$ cat src/rtl/serial_regfile_slave_pkg.sv
`default_nettype none
// ---------------------------------------------------------------------------
// serial_regfile_slave_pkg : shared states, command codes and width helpers
// Rev 1.0
// ---------------------------------------------------------------------------
package serial_regfile_slave_pkg;

    typedef enum logic [2:0] {
        ST_IDLE  = 3'd0,
        ST_CMD   = 3'd1,
        ST_ADDR  = 3'd2,
        ST_WDATA = 3'd3,
        ST_LOAD  = 3'd4,
        ST_SEND  = 3'd5
    } state_t;

    localparam logic CMD_WRITE = 1'b1;
    localparam logic CMD_READ  = 1'b0;

    function automatic int calc_addr_w(input int nwr, input int nrd);
        int w;
        w = $clog2(nwr + nrd);
        return (w < 1) ? 1 : w;
    endfunction

    // Wide enough for both the data-bit and address-bit counts.
    function automatic int calc_cnt_w(input int reg_w, input int addr_w);
        int a;
        int b;
        a = $clog2(reg_w) + 1;
        b = $clog2(addr_w) + 1;
        return (a > b) ? a : b;
    endfunction

endpackage
`default_nettype wire

$ cat src/rtl/serial_shift_reg.sv
`default_nettype none
// ---------------------------------------------------------------------------
// serial_shift_reg : LSB-first shift-in / parallel-load shift-out register
// Rev 1.0
// ---------------------------------------------------------------------------
module serial_shift_reg
    import serial_regfile_slave_pkg::*;
#(
    parameter int WIDTH = 8
) (
    input  logic             clk,
    input  logic             rst,
    input  logic             load,
    input  logic             shift,
    input  logic             sin,
    input  logic [WIDTH-1:0] din,
    output logic [WIDTH-1:0] q
);

    logic [WIDTH-1:0] r_q;

    // New bits enter at the MSB so the first bit received ends up in bit 0.
    always_ff @(posedge clk) begin
        if (rst) begin
            r_q <= '0;
        end else if (load) begin
            r_q <= din;
        end else if (shift) begin
            r_q <= {sin, r_q[WIDTH-1:1]};
        end
    end

    assign q = r_q;

endmodule
`default_nettype wire

$ cat src/rtl/serial_regfile_slave.sv
`default_nettype none
// ---------------------------------------------------------------------------
// serial_regfile_slave : framed 1-bit serial access to control/status regs
// Rev 1.0
// ---------------------------------------------------------------------------
module serial_regfile_slave
    import serial_regfile_slave_pkg::*;
#(
    parameter int REG_WIDTH = 32,
    parameter int NUM_WR    = 8,
    parameter int NUM_RD    = 2,
    parameter logic [NUM_WR*REG_WIDTH-1:0] RESET_VAL = '0,
    // A design without status inputs still gets a 1-bit rd_in port.
    localparam int RD_BITS  = (NUM_RD > 0) ? NUM_RD * REG_WIDTH : 1
) (
    input  logic                        clk,
    input  logic                        rst,
    input  logic                        strobe,
    input  logic                        sdi,
    output logic                        sdo,
    output logic                        sdo_valid,
    output logic                        busy,
    output logic                        wr_done,
    output logic                        addr_err,
    input  logic [RD_BITS-1:0]          rd_in,
    output logic [NUM_WR*REG_WIDTH-1:0] wr_out
);

    localparam int ADDR_W  = calc_addr_w(NUM_WR, NUM_RD);
    localparam int CNT_W   = calc_cnt_w(REG_WIDTH, ADDR_W);
    localparam int AW_BITS = ADDR_W + REG_WIDTH;
    localparam logic [CNT_W-1:0] ADDR_LAST = CNT_W'(ADDR_W - 1);
    localparam logic [CNT_W-1:0] DATA_LAST = CNT_W'(REG_WIDTH - 1);

    state_t                 r_state;
    logic                   r_cmd;
    logic [CNT_W-1:0]       r_cnt;
    logic [REG_WIDTH-1:0]   r_regs [NUM_WR];
    logic                   r_sdo_valid;
    logic                   r_wr_done;
    logic                   r_addr_err;

    logic [AW_BITS-1:0]     w_aw_q;
    logic [AW_BITS-1:0]     w_aw_next;
    logic [ADDR_W-1:0]      w_rd_addr;
    logic [ADDR_W-1:0]      w_wr_addr;
    logic [REG_WIDTH-1:0]   w_wr_data;
    logic                   w_wr_in_range;
    logic                   w_data_last;
    logic                   w_abort;

    logic [REG_WIDTH-1:0]   w_rd_q;
    logic [REG_WIDTH-1:0]   w_rd_word;
    logic                   w_rd_hit;
    logic [REG_WIDTH-1:0]   w_snap;
    logic                   w_snap_err;
    logic                   w_rd_load;
    logic [REG_WIDTH-1:0]   w_rd_din;
    logic                   w_unused_bits;

    // Address and write data share one shifter; the address lands in the
    // low ADDR_W bits once the full frame has been shifted in.
    serial_shift_reg #(.WIDTH(AW_BITS)) u_aw_shift (
        .clk   (clk),
        .rst   (rst),
        .load  (1'b0),
        .shift ((r_state == ST_ADDR) || (r_state == ST_WDATA)),
        .sin   (sdi),
        .din   ({AW_BITS{1'b0}}),
        .q     (w_aw_q)
    );

    serial_shift_reg #(.WIDTH(REG_WIDTH)) u_rd_shift (
        .clk   (clk),
        .rst   (rst),
        .load  (w_rd_load),
        .shift (r_state == ST_SEND),
        .sin   (1'b0),
        .din   (w_rd_din),
        .q     (w_rd_q)
    );

    // The commit edge consumes the bit arriving on sdi in the same cycle.
    assign w_aw_next     = {sdi, w_aw_q[AW_BITS-1:1]};
    assign w_wr_addr     = w_aw_next[ADDR_W-1:0];
    assign w_wr_data     = w_aw_next[AW_BITS-1:ADDR_W];
    assign w_rd_addr     = w_aw_q[AW_BITS-1 -: ADDR_W];
    assign w_wr_in_range = 32'(w_wr_addr) < 32'(NUM_WR);
    assign w_data_last   = (r_state == ST_WDATA) && (r_cnt == DATA_LAST);
    assign w_abort       = strobe && (r_state != ST_IDLE) && !w_data_last;

    generate
        if (NUM_RD > 0) begin : g_rd
            always_comb begin
                w_rd_word = '0;
                w_rd_hit  = 1'b0;
                for (int i = 0; i < NUM_RD; i++) begin
                    if (32'(w_rd_addr) == 32'(NUM_WR + i)) begin
                        w_rd_word = rd_in[i*REG_WIDTH +: REG_WIDTH];
                        w_rd_hit  = 1'b1;
                    end
                end
            end
        end else begin : g_no_rd
            assign w_rd_word = '0;
            assign w_rd_hit  = 1'b0;
        end
    endgenerate

    always_comb begin
        w_snap     = w_rd_word;
        w_snap_err = !w_rd_hit;
        for (int i = 0; i < NUM_WR; i++) begin
            if (32'(w_rd_addr) == 32'(i)) begin
                w_snap     = r_regs[i];
                w_snap_err = 1'b0;
            end
        end
    end

    // A strobe during LOAD/SEND reloads zeros so sdo drops with sdo_valid.
    assign w_rd_load = (r_state == ST_LOAD) || (strobe && (r_state == ST_SEND));
    assign w_rd_din  = ((r_state == ST_LOAD) && !strobe) ? w_snap : '0;

    always_ff @(posedge clk) begin
        if (rst) begin
            r_state     <= ST_IDLE;
            r_cmd       <= CMD_READ;
            r_cnt       <= '0;
            r_sdo_valid <= 1'b0;
            r_wr_done   <= 1'b0;
            r_addr_err  <= 1'b0;
            for (int i = 0; i < NUM_WR; i++) begin
                r_regs[i] <= RESET_VAL[i*REG_WIDTH +: REG_WIDTH];
            end
        end else begin
            r_wr_done  <= 1'b0;
            r_addr_err <= 1'b0;
            if (w_abort) begin
                r_state     <= ST_CMD;
                r_cnt       <= '0;
                r_sdo_valid <= 1'b0;
            end else begin
                case (r_state)
                    ST_IDLE: begin
                        if (strobe) begin
                            r_state <= ST_CMD;
                        end
                    end
                    ST_CMD: begin
                        r_cmd   <= sdi;
                        r_cnt   <= '0;
                        r_state <= ST_ADDR;
                    end
                    ST_ADDR: begin
                        if (r_cnt == ADDR_LAST) begin
                            r_cnt   <= '0;
                            r_state <= (r_cmd == CMD_WRITE) ? ST_WDATA : ST_LOAD;
                        end else begin
                            r_cnt <= r_cnt + 1'b1;
                        end
                    end
                    ST_WDATA: begin
                        if (w_data_last) begin
                            for (int i = 0; i < NUM_WR; i++) begin
                                if (32'(w_wr_addr) == 32'(i)) begin
                                    r_regs[i] <= w_wr_data;
                                end
                            end
                            r_wr_done  <= w_wr_in_range;
                            r_addr_err <= !w_wr_in_range;
                            r_cnt      <= '0;
                            r_state    <= strobe ? ST_CMD : ST_IDLE;
                        end else begin
                            r_cnt <= r_cnt + 1'b1;
                        end
                    end
                    ST_LOAD: begin
                        r_addr_err  <= w_snap_err;
                        r_sdo_valid <= 1'b1;
                        r_cnt       <= '0;
                        r_state     <= ST_SEND;
                    end
                    ST_SEND: begin
                        if (r_cnt == DATA_LAST) begin
                            r_sdo_valid <= 1'b0;
                            r_cnt       <= '0;
                            r_state     <= ST_IDLE;
                        end else begin
                            r_cnt <= r_cnt + 1'b1;
                        end
                    end
                    default: begin
                        r_state <= ST_IDLE;
                    end
                endcase
            end
        end
    end

    generate
        for (genvar g = 0; g < NUM_WR; g++) begin : g_wr_out
            assign wr_out[g*REG_WIDTH +: REG_WIDTH] = r_regs[g];
        end
    endgenerate

    assign sdo       = w_rd_q[0];
    assign sdo_valid = r_sdo_valid;
    assign busy      = (r_state != ST_IDLE);
    assign wr_done   = r_wr_done;
    assign addr_err  = r_addr_err;

    assign w_unused_bits = ^{w_aw_q[0], w_rd_q[REG_WIDTH-1:1], rd_in};

endmodule
`default_nettype wire

$ cat config.mk
export PLATFORM = sky130hd
export DESIGN_NAME = serial_regfile_slave
export DESIGN_NICKNAME = d
export VERILOG_FILES = /design/src/rtl/serial_regfile_slave_pkg.sv /design/src/rtl/serial_shift_reg.sv /design/src/rtl/serial_regfile_slave.sv
export SDC_FILE = /design/constraint.sdc
export NUM_CORES = 1
export LEC_CHECK = 0
export ABC_AREA = 1
export BUFFER_PORTS_ARGS = -buffer_cell sky130_fd_sc_hd__buf_2
export CELL_PAD_IN_SITES_DETAIL_PLACEMENT = 2
export CELL_PAD_IN_SITES_GLOBAL_PLACEMENT = 2
export CORE_MARGIN = 10
export CORE_UTILIZATION = 33
export CTS_CLUSTER_DIAMETER = 40
export DETAILED_ROUTE_END_ITERATION = 6
export GPL_ROUTABILITY_DRIVEN = 0
export MAX_ROUTING_LAYER = met4
export PLACE_DENSITY_LB_ADDON = 0.1
export SYNTH_ARGS = -nofsm -noshare
export SYNTH_HDL_FRONTEND = slang
export SYNTH_SLANG_ARGS = --single-unit
$ cat constraint.sdc
create_clock -name clk -period 3.3 [get_ports clk]
set_input_delay 0.33 -clock clk [delete_from_list [all_inputs] [get_ports clk]]
set_output_delay 0.33 -clock clk [all_outputs]
set_load 0.05 [all_outputs]
==> results by group, run 1 <==
Outcome
  • Status: finished, final reports clean

Timing
  • Final Cycle Share: 83.99%
  • Relative slew slack: between 30% and 40%
  • Least-Margin Pin Slew: around 0.97 ns
  • Final max-slew violation count: 0
  • Max frequency: between 300 and 400 MHz
  • Setup tns final: 0 ns
  • Final Hold Fails: 0
  • Clock Skew: between 0.015 and 0.02 ns
  • Tmin final: roughly 2.8 ns
  • Final setup viols: 0
  • RSZ-0062 raised after global routing: no
  • Worst Hold Margin: 0.09701 ns

Synth
  • Synth Cell Area: 15220 um2
  • Largest area contributor in the netlist: edfxtp_1
  • XOR/XNOR Fraction of Synth Area: less than 1%
  • Post-synth cell types: 37
  • Top post-synthesis cells by area: edfxtp_1 51%, dfxtp_1 11%, nor2_1 9.2%, nand3_1 6.8%, nand2_1 5.6%
  • Synth Area per Inst: roughly 9 um2
  • Synthesized flop and latch total: around 340
  • Top-count cell post-synth: nor2_1
  • Synth Warn #: 0
  • Commonest cells in the netlist: 371 x nor2_1, 256 x edfxtp_1, 226 x nand2_1, 208 x nand3_1, 159 x inv_1
  • Area share of the largest cell type after synthesis: 50.52%
  • Synth Instances: about 1700
  • Post-synthesis simple-gate area fraction: between 20% and 30%
  • Adder-Cell Fraction of Synth Area: less than 1%
  • Post-synthesis compound-gate area fraction: 7.203%
  • Syn Nets: around 1800
  • Largest family of logic cells by synthesized area: simple AND/OR/NAND/NOR gates
  • Predominant post-synthesis flop cell: edfxtp_1
  • Mux cell area share after synthesis: 0%
  • Number of synthesized flops with an enable pin: 256
  • Register area share after synthesis: 61.05%
  • Fraction of registers with async set/reset: 0%

Critical path
  • Crit path top cell by count: nand2_1
  • Worst setup SP type: flop
  • CP endpoint kind: flop
  • Slowest cell on crit path: nor2_4
  • Worst path cell trace: nor2_4, nand3_2, inv_2, nand2_1, nand3b_1, nand2_1, nand3_1, nand2_1, a21oi_1
  • CP Data Required Time: about 3.8 ns
  • Max FO, Critical Path: 33
  • Slowest stage delay, CP: between 0.7 and 0.8 ns
  • Setup CP Type: reg2reg
  • Crit path DAT: around 3.3 ns

Drt
  • Final wirelength: about 73 mm
  • Residual DRC: 0
  • Initial DRC Count: 784
  • Wire per inst: roughly 27 um
  • Pre-Repair DR Iteration Count: 5
  • Vias after detailed routing: roughly 14000
  • Via density: 5.189
  • Final ANT Viol Nets: 0

Global routing
  • Vias in the first global route: between 15000 and 20000
  • First-pass GRT wire length: 105.2 mm
  • Initial antenna violation count: 1
  • Total grt overflow: 0
  • Total GRT Usage: roughly a quarter
  • Largest net degree at the start of global routing: between 60 and 70

Floorplan
  • Row cnt: approximately 80
  • Die Wd: between 200 and 250 um
  • I/O pins: between 300 and 400
  • Initial core utilization: 33.46%
  • Die Area: between 50000 and 60000 um2
  • Core area: 45480 um2
  • Die Y: about 230 um

Clock tree
  • TritonCTS Buffers: 61
  • Clock transition at path regs: about 0.05 ns
  • Setup bufs post-CTS: 0
  • CTS root buf: clkbuf_16
  • Insertion delay of the later-clocked pin in the worst-skew pair: slightly above 0.6 ns
  • Post-CTS Resized: 0
  • Max clock buf depth: 3
  • Hold_buf cts: 0
  • CTS tree: built
  • CTS Sinks: 336
  • H-Tree Depth: 2

Power and ir drop
  • Worst vdd ir: 0.0004251 V
  • Static Leak: 0.008247 uW
  • Overall Power: between 15000 and 20000 uW
  • Pwr/cell area: about 840 nW/um2

Min path
  • Hold crit path type: in2reg

Cells and area
  • Layout area overhead: 29.04%
  • Util after Layout: between 40% and 50%
  • Total Nets Final: about 2100
  • Fill cells: slightly above 5000
  • Layout cells sized above 1: approximately 25%

Placement
  • Dpl hpwl: between 50 and 60 mm
  • Port buffer count: approximately 330

Run
  • Max-cap violations: 0
power breakdown:
part           internal [uW]  switching (uW)
registers               5030             358
clock network           4130            2380
logic                    973            3550
total                  10100            6290
cell type report:
type	count	area [um2]	share of cell area, %
tap	600	750.7	3.824
timing repair buffer	368	1942	9.890
clock buffer	69	1587	8.081
inverter	170	638.1	3.250
clock inverter	47	539.3	2.747
multi-input combinational	1087	4886	24.89
antenna	1	2.502	0.01275
sequential	336	9289	47.31
per-layer routing:
layer | wire length [um] | share of wire [%] | global-route usage (%) | vias to the layer above
met5 | 0 | 0 | - | -
li1 | - | - | - | 6307
met4 | 2901 | 4.0 | 10.37 | 0
met1 | 27480 | 38 | 27.01 | 7120
met3 | 2306 | 3.2 | 3.299 | 107
met2 | 39880 | 55 | 48.88 | 361
cell usage in the layout (no fill, tap or decap), types with 38 or more instances in the layout:
master and instances:
nor2_1 368, buf_2 328, edfxtp_1 256, nand2_1 226
nand3_1 208, inv_1 159, a21oi_1 121, dfxtp_1 80
o21ai_0 74, clkbuf_16 61, buf_4 40, nor3_1 38
cell families (layout without fill, tap and decap cells):
family                     after synthesis  count (layout)
adders and majority gates                1               1
DFF                                    336             336
and+or+nand+nor                        873             873
xor gates and xnor gates                 2               2
AOI/OAI and AO/OA                      211             211
other                                    0               1
buffers and inverters                  268             654
worst max-delay path, delay by kind of cell, from the launching register on:
| family | cells | cell delay [ns] |
|---|---|---|
| compound gates | 1 | 0.14 |
| buf+inv | 1 | 0.60 |
| flops | 1 | 0.41 |
| simple gates | 7 | 1.57 |
path summary, 6_finish.rpt:
| check | startpoint | end | slack (ns) | cells after the start |
|---|---|---|---|---|
| hold / removal | sdi | u_aw_shift.q[35] | 0.1 | 3 |
| hold reg to reg | u_rd_shift.q[31] | u_rd_shift.q[31] | 0.47 | 2 |
| setup reg to reg | u_aw_shift.q[34] | u_rd_shift.q[22] | 0.53 | 9 |
| setup / recovery | u_aw_shift.q[34] | u_rd_shift.q[22] | 0.53 | 9 |
flip-flops by register name, summed over array words and instances (netlist names):
name / flops
addr_err: 1
r_cmd: 1
r_cnt: 6
r_regs: 256
r_state: 3
sdo_valid: 1
u_aw_shift.q: 35
u_rd_shift.q: 32
wr_done: 1
per-stage QoR:
stage               worst slack, ns  std cells  instance area, um2
CTS                          0.5167       2677               19630
floorplan                    0.7507       1691               15220
global placement             0.7009       2561               17510
finish                       0.5282       2678               19630
detailed placement           0.5311       2561               17510
global route                 0.2898       2678               19630
No activity file was read; power rests on OpenSTA's default activity.
==> run 2, diff against run 1 <==
- ABC_AREA: 1 -> 0
- CORE_UTILIZATION: 33 -> 31
- clock period: 3.3 -> 2.46 ns (I/O delays scaled with it)
==> results by group, run 2 <==
Synth
  • Register area share after synthesis: 59.42%
  • Top-count cell post-synth: edfxtp_1
  • Fraction of registers with async set/reset: 0%
  • Post-synth cell types: between 70 and 80
  • Synth Instances: 1470
  • Post-synthesis compound-gate area fraction: 15.80%
  • Largest area contributor in the netlist: edfxtp_1
  • Synthesized flop and latch total: 336
  • Area share of the largest cell type after synthesis: between 40% and 50%
  • Mux cell area share after synthesis: 3.826%
  • Synth Warn #: 0
  • Syn Nets: roughly 1500
  • Number of synthesized flops with an enable pin: ~260
  • Commonest cells in the netlist: 256 x edfxtp_1, 238 x nor2_1, 128 x a21oi_1, 117 x nand2_1, 80 x dfxtp_1
  • Largest family of logic cells by synthesized area: simple AND/OR/NAND/NOR gates
  • XOR/XNOR Fraction of Synth Area: less than 1%
  • Adder-Cell Fraction of Synth Area: 0.08003%
  • Top post-synthesis cells by area: edfxtp_1 49%, dfxtp_1 10%, nor2_1 5.7%, a21oi_1 4.1%, nand2_1 2.8%
  • Synth Cell Area: approximately 16000 um2
  • Post-synthesis simple-gate area fraction: around 16%
  • Predominant post-synthesis flop cell: edfxtp_1
  • Synth Area per Inst: roughly 11 um2

Timing
  • Final Cycle Share: ~94%
  • Worst Hold Margin: between 0.1 and 0.15 ns
  • Relative slew slack: roughly a quarter
  • Final setup margin: ~0.15 ns
  • RSZ-0062 raised after global routing: no
  • Setup tns final: 0 ns
  • Final max-slew violation count: 0
  • Clock Skew: roughly 0.033 ns
  • Max frequency: around 430 MHz
  • Final setup viols: 0
  • Tmin final: between 2 and 2.5 ns
  • Least-Margin Pin Slew: around 1.1 ns
  • Final Hold Fails: 0

Drt
  • Initial DRC Count: approximately 1100
  • Residual DRC: 0
  • Pre-Repair DR Iteration Count: 5
  • Wire per inst: between 20 and 30 um
  • Final wirelength: around 77 mm
  • Vias after detailed routing: around 14000
  • Final ANT Viol Nets: 0
  • Via density: approximately 5.5

Critical path
  • Crit path DAT: between 2 and 3 ns
  • Max FO, Critical Path: 14
  • Setup CP Type: reg2reg
  • CP endpoint kind: flop
  • Worst setup SP type: flop
  • CP Data Required Time: between 2 and 3 ns

Clock tree
  • CTS Sinks: 336
  • Max clock buf depth: 3
  • Insertion delay of the later-clocked pin in the worst-skew pair: 0.60 ns
  • Clock transition at path regs: roughly 0.050 ns
  • CTS root buf: clkbuf_16
  • H-Tree Depth: 3
  • CTS tree: built
  • TritonCTS Buffers: 67

Placement
  • Dpl hpwl: 54.10 mm
  • Post-Place Cells: 2434
  • Pre-CTS setup slack: 0.09295 ns
  • Port buffer count: between 300 and 400

Power and ir drop
  • Worst vdd ir: roughly 0.00036 V
  • Pwr/cell area: ~830 nW/um2
  • Static Leak: roughly 0.0080 uW

Floorplan
  • Initial core utilization: around 31%
  • Die Area: roughly 60000 um2
  • Core area: about 50000 um2
  • Die Y: 244.6 um
  • Row cnt: 82
  • I/O pins: around 330
  • Die Wd: about 240 um

Cells and area
  • Util after Layout: 41.68%
  • Total Nets Final: ~1900
  • Layout area overhead: 33.20%
  • Commonest non-fill, non-tap cell in the layout: buf_2
  • Max FFs per register: ~260
  • Antenna Cells: 0
  • Most frequent cells in the layout: 327 x buf_2, 256 x edfxtp_1, 238 x nor2_1
  • Non-filler cells, final: roughly 2600
  • Top reg by flops: r_regs
  • Fill cells: about 5300
  • Layout cells sized above 1: between 30% and 40%

Global routing
  • Total GRT Usage: 25.63%
  • Total grt overflow: 0
  • First-pass GRT wire length: 110.2 mm
  • Largest net degree at the start of global routing: slightly below 80
  • Initial antenna violation count: 1
  • Vias in the first global route: around 15000

Min path
  • Hold crit path type: in2reg

Outcome
  • Status: finished, final reports clean

Run
  • Max-cap violations: 0
-- run 2: cell count changes in the layout (fill, tap and decap cells not counted), moves of 36 or more --
cell      before  now
nand3_1      208   34
buf_4         40   76
nor2_1       368  238
nand2b_1       0   38
inv_1        159   37
nand2_1      226  112
a22oi_1        0   53
-- run 2: cells by family after synthesis --
logic type / count (synthesis)
AO/OA/AOI/OAI: 387
XOR/XNOR: 2
adder cells (fa/ha/maj): 1
buffers and inverters: 165
flip-flops: 336
multiplexers: 37
AND/OR/NAND/NOR: 542
-- run 2: area by class of cell --
class	count	area (um2)	area share (%)
inverter	38	142.6	0.6850
timing repair buffer	420	2537	12.19
multi-input combinational	969	5704	27.39
sequential	336	9301	44.67
clock inverter	46	506.7	2.433
tap	672	840.8	4.038
clock buffer	78	1790	8.598
-- run 2: per-stage QoR --
step | total power, uW | area, um2
2_1_floorplan | 7501 | 15640
3_3_place_gp | 8128 | 18510
3_5_place_dp | 8150 | 18510
4_1_cts | 17510 | 20820
5_1_grt | 17840 | 20820
6_report | 17360 | 20820
-- run 2: worst max-delay path: stages (launching register included) --
cell	delay [ns]
dfxtp_1	0.41
ha_1	0.19
and2b_1	0.22
nand4_2	0.23
nor3b_2	0.41
a21o_2	0.24
buf_4	0.28
-- run 2: path summary, 6_finish.rpt --
| check | depth (start not counted) | start | slack, ns | to |
|---|---|---|---|---|
| max reg2reg | 6 | r_cnt[0] | 0.15 | r_regs[1][73] |
| min | 2 | strobe | 0.12 | r_state[1] |
| min reg2reg | 2 | u_aw_shift.q[19] | 0.47 | u_aw_shift.q[18] |
| max | 6 | r_cnt[0] | 0.15 | r_regs[1][73] |
-- run 2: routing by layer --
layer | part of all wire, % | wire [um] | global-route usage, % | up-vias
li1 | - | - | - | 6125
met4 | 2.4 | 1809 | 7.525 | 0
met3 | 5.9 | 4483 | 4.720 | 127
met2 | 50 | 38060 | 42.61 | 523
met1 | 42 | 32210 | 31.28 | 7366
met5 | 0 | 0 | - | -
-- run 2: repair_timing --
item | CTS | global route
hold buffers | 1 | 0
gates resized for setup | 0 | 3
setup buffers | 0 | 0
setup endpoints to repair | 0 | 84
hold endpoints to repair | 2 | 0
-- run 2: report_power, final --
group	total, uW	leakage, uW	switching, uW	internal [uW]
clock network	9320	0.00111	3300	6020
logic	1580	0.00360	1180	406
registers	6460	0.00329	183	6280
total	17400	0.00800	4660	12700
==> run 3, diff against run 2 <==
- CORE_MARGIN: 10 -> not set
- GPL_TIMING_DRIVEN: not set -> 1
==> results by group, run 3 (synthesized netlist as in run 2, its figures left out) <==
Critical path
  • Worst path top cell family by delay: simple AND/OR/NAND/NOR gates
  • Reg2Reg Depth: 6
  • Worst r2r dst: r_regs[1][123]
  • Worst setup SP type: flop
  • Max FO, Critical Path: 32
  • Worst path cell trace: ha_1, and2b_1, nand4_2, nor3b_4, a31o_2, buf_12
  • Crit path DAT: 2.58 ns
  • R2R Setup Slk: about 0.15 ns
  • Critical path buffer and inverter count: 1
  • R2R Path Start: r_cnt[0]
  • CP endpoint kind: flop
  • CP Data Required Time: 2.73 ns
  • Slowest stage delay, CP: 0.41 ns
  • Slowest cell on crit path: dfxtp_1
  • Setup CP Type: reg2reg

Timing
  • Relative slew slack: between 40 and 50%
  • Max frequency: 433.5 MHz
  • Worst Hold Margin: about 0.084 ns
  • Final setup margin: roughly 0.15 ns
  • Final Cycle Share: approximately 94%
  • Final Hold Fails: 0
  • Least-Margin Pin Slew: roughly 0.87 ns
  • Final setup viols: 0
  • Clock Skew: about 0.023 ns
  • Setup tns final: 0 ns
  • RSZ-0062 raised after global routing: no
  • Tmin final: about 2.3 ns
  • Final max-slew violation count: 0

Cells and area
  • Max FFs per register: ~260
  • Most frequent cells in the layout: 327 x buf_2, 256 x edfxtp_1, 238 x nor2_1
  • Layout cells sized above 1: between 30% and 40%
  • Fill cells: 5183
  • Final std cell area, no fill: slightly above 20000 um2
  • Layout area overhead: 32.69%
  • Top reg by flops: r_regs
  • Multi-input logic area: between 5000 and 6000 um2
  • Total Nets Final: roughly 1900
  • Antenna Cells: 0
  • Sequential standard cell area: between 9000 and 10000 um2
  • Commonest non-fill, non-tap cell in the layout: buf_2

Clock tree
  • H-Tree Depth: 3
  • CTS tree: built
  • Setup bufs post-CTS: 0
  • CTS root buf: clkbuf_16
  • Clock transition at path regs: around 0.05 ns
  • Max clock buf depth: 3
  • TritonCTS Buffers: 66
  • CTS Sinks: approximately 340
  • Insertion delay of the later-clocked pin in the worst-skew pair: 0.60 ns

Drt
  • Vias after detailed routing: about 14000
  • Pre-Repair DR Iteration Count: 5
  • Via density: 5.542
  • Initial DRC Count: 1108
  • Final ANT Viol Nets: 0
  • Final wirelength: approximately 72 mm
  • Residual DRC: 0
  • Wire per inst: around 28 um

Floorplan
  • Die Wd: about 230 um
  • Core area: between 40000 and 50000 um2
  • Initial core utilization: between 30% and 40%
  • Die Area: between 50000 and 60000 um2
  • Die Y: roughly 230 um
  • I/O pins: 329
  • Row cnt: 81

Placement
  • Pre-CTS setup slack: about 0.13 ns
  • Cell Area, Placed: between 15000 and 20000 um2
  • Dpl hpwl: between 50 and 60 mm
  • Port buffer count: ~330

Run
  • Max-cap violations: 0

Global routing
  • Largest net degree at the start of global routing: 66
  • First-pass GRT wire length: between 100 and 150 mm
  • Total grt overflow: 0
  • Vias in the first global route: 14658
  • Initial antenna violation count: 1
  • Total GRT Usage: 29.01%

Power and ir drop
  • Pwr/cell area: about 840 nW/um2
  • Static Leak: just under 0.008 uW
  • Worst vdd ir: approximately 0.0004 V

Min path
  • Hold Startpoint: strobe
  • Hold depth: 2
  • Hold Path End: r_state[1]
  • Hold crit path type: in2reg

Outcome
  • Status: finished, final reports clean
run 3: stage by stage:
stage | util (%) | instances | total power (uW)
global placement | 37.33 | 2418 | 8092
floorplan | - | 1470 | 7501
finish | 42.03 | 2540 | 17440
detailed placement | 37.33 | 2418 | 8113
CTS | 42.01 | 2540 | 17580
global route | 42.03 | 2540 | 17870
run 3: routing by layer:
layer	track usage (%)	share of wire [%]
met1	37.01	43
met2	47.35	49
met3	4.808	5.4
met4	8.391	2.5
met5	-	0
run 3: layout make-up:
class                      instances  area share (%)
sequential                       336           44.83
multi-input combinational        969           27.53
timing repair buffer             412           11.88
clock buffer                      69           8.016
tap                              664           4.005
clock inverter                    52           3.058
inverter                          38          0.6876
run 3: worst register-to-register path, cell delays in order (launching register included):
cell	delay, ns
dfxtp_1	0.41
ha_1	0.19
and2b_1	0.23
nand4_2	0.26
nor3b_4	0.36
a31o_2	0.24
buf_12	0.26
run 3: where the power goes:
group	switching, uW	internal [uW]	leakage (uW)
combinational	1140	397	0.00356
clock	3360	6070	0.00110
sequential	188	6280	0.00329
run 3: how the worst max path moves through the flow:
stage / start / to / slack, ns / cells past startpoint
5_1_grt: r_cnt[0] / r_regs[1][124] / 0.04 / 6
2_1_floorplan: r_cnt[0] / r_regs[0][0] / -0.08 / 6
3_5_place_dp: r_cnt[0] / r_regs[0][6] / 0.13 / 7
3_3_place_gp: r_cnt[0] / r_regs[0][11] / 0.20 / 7
4_1_cts: r_cnt[0] / r_regs[0][4] / 0.13 / 7
6_report: r_cnt[0] / r_regs[1][123] / 0.15 / 6
run 3: timing repair:
action	in CTS	in global routing
endpoints found under the hold margin	2	0
hold buffers	1	0
endpoints found under the setup margin	0	22
gates resized for setup	0	2
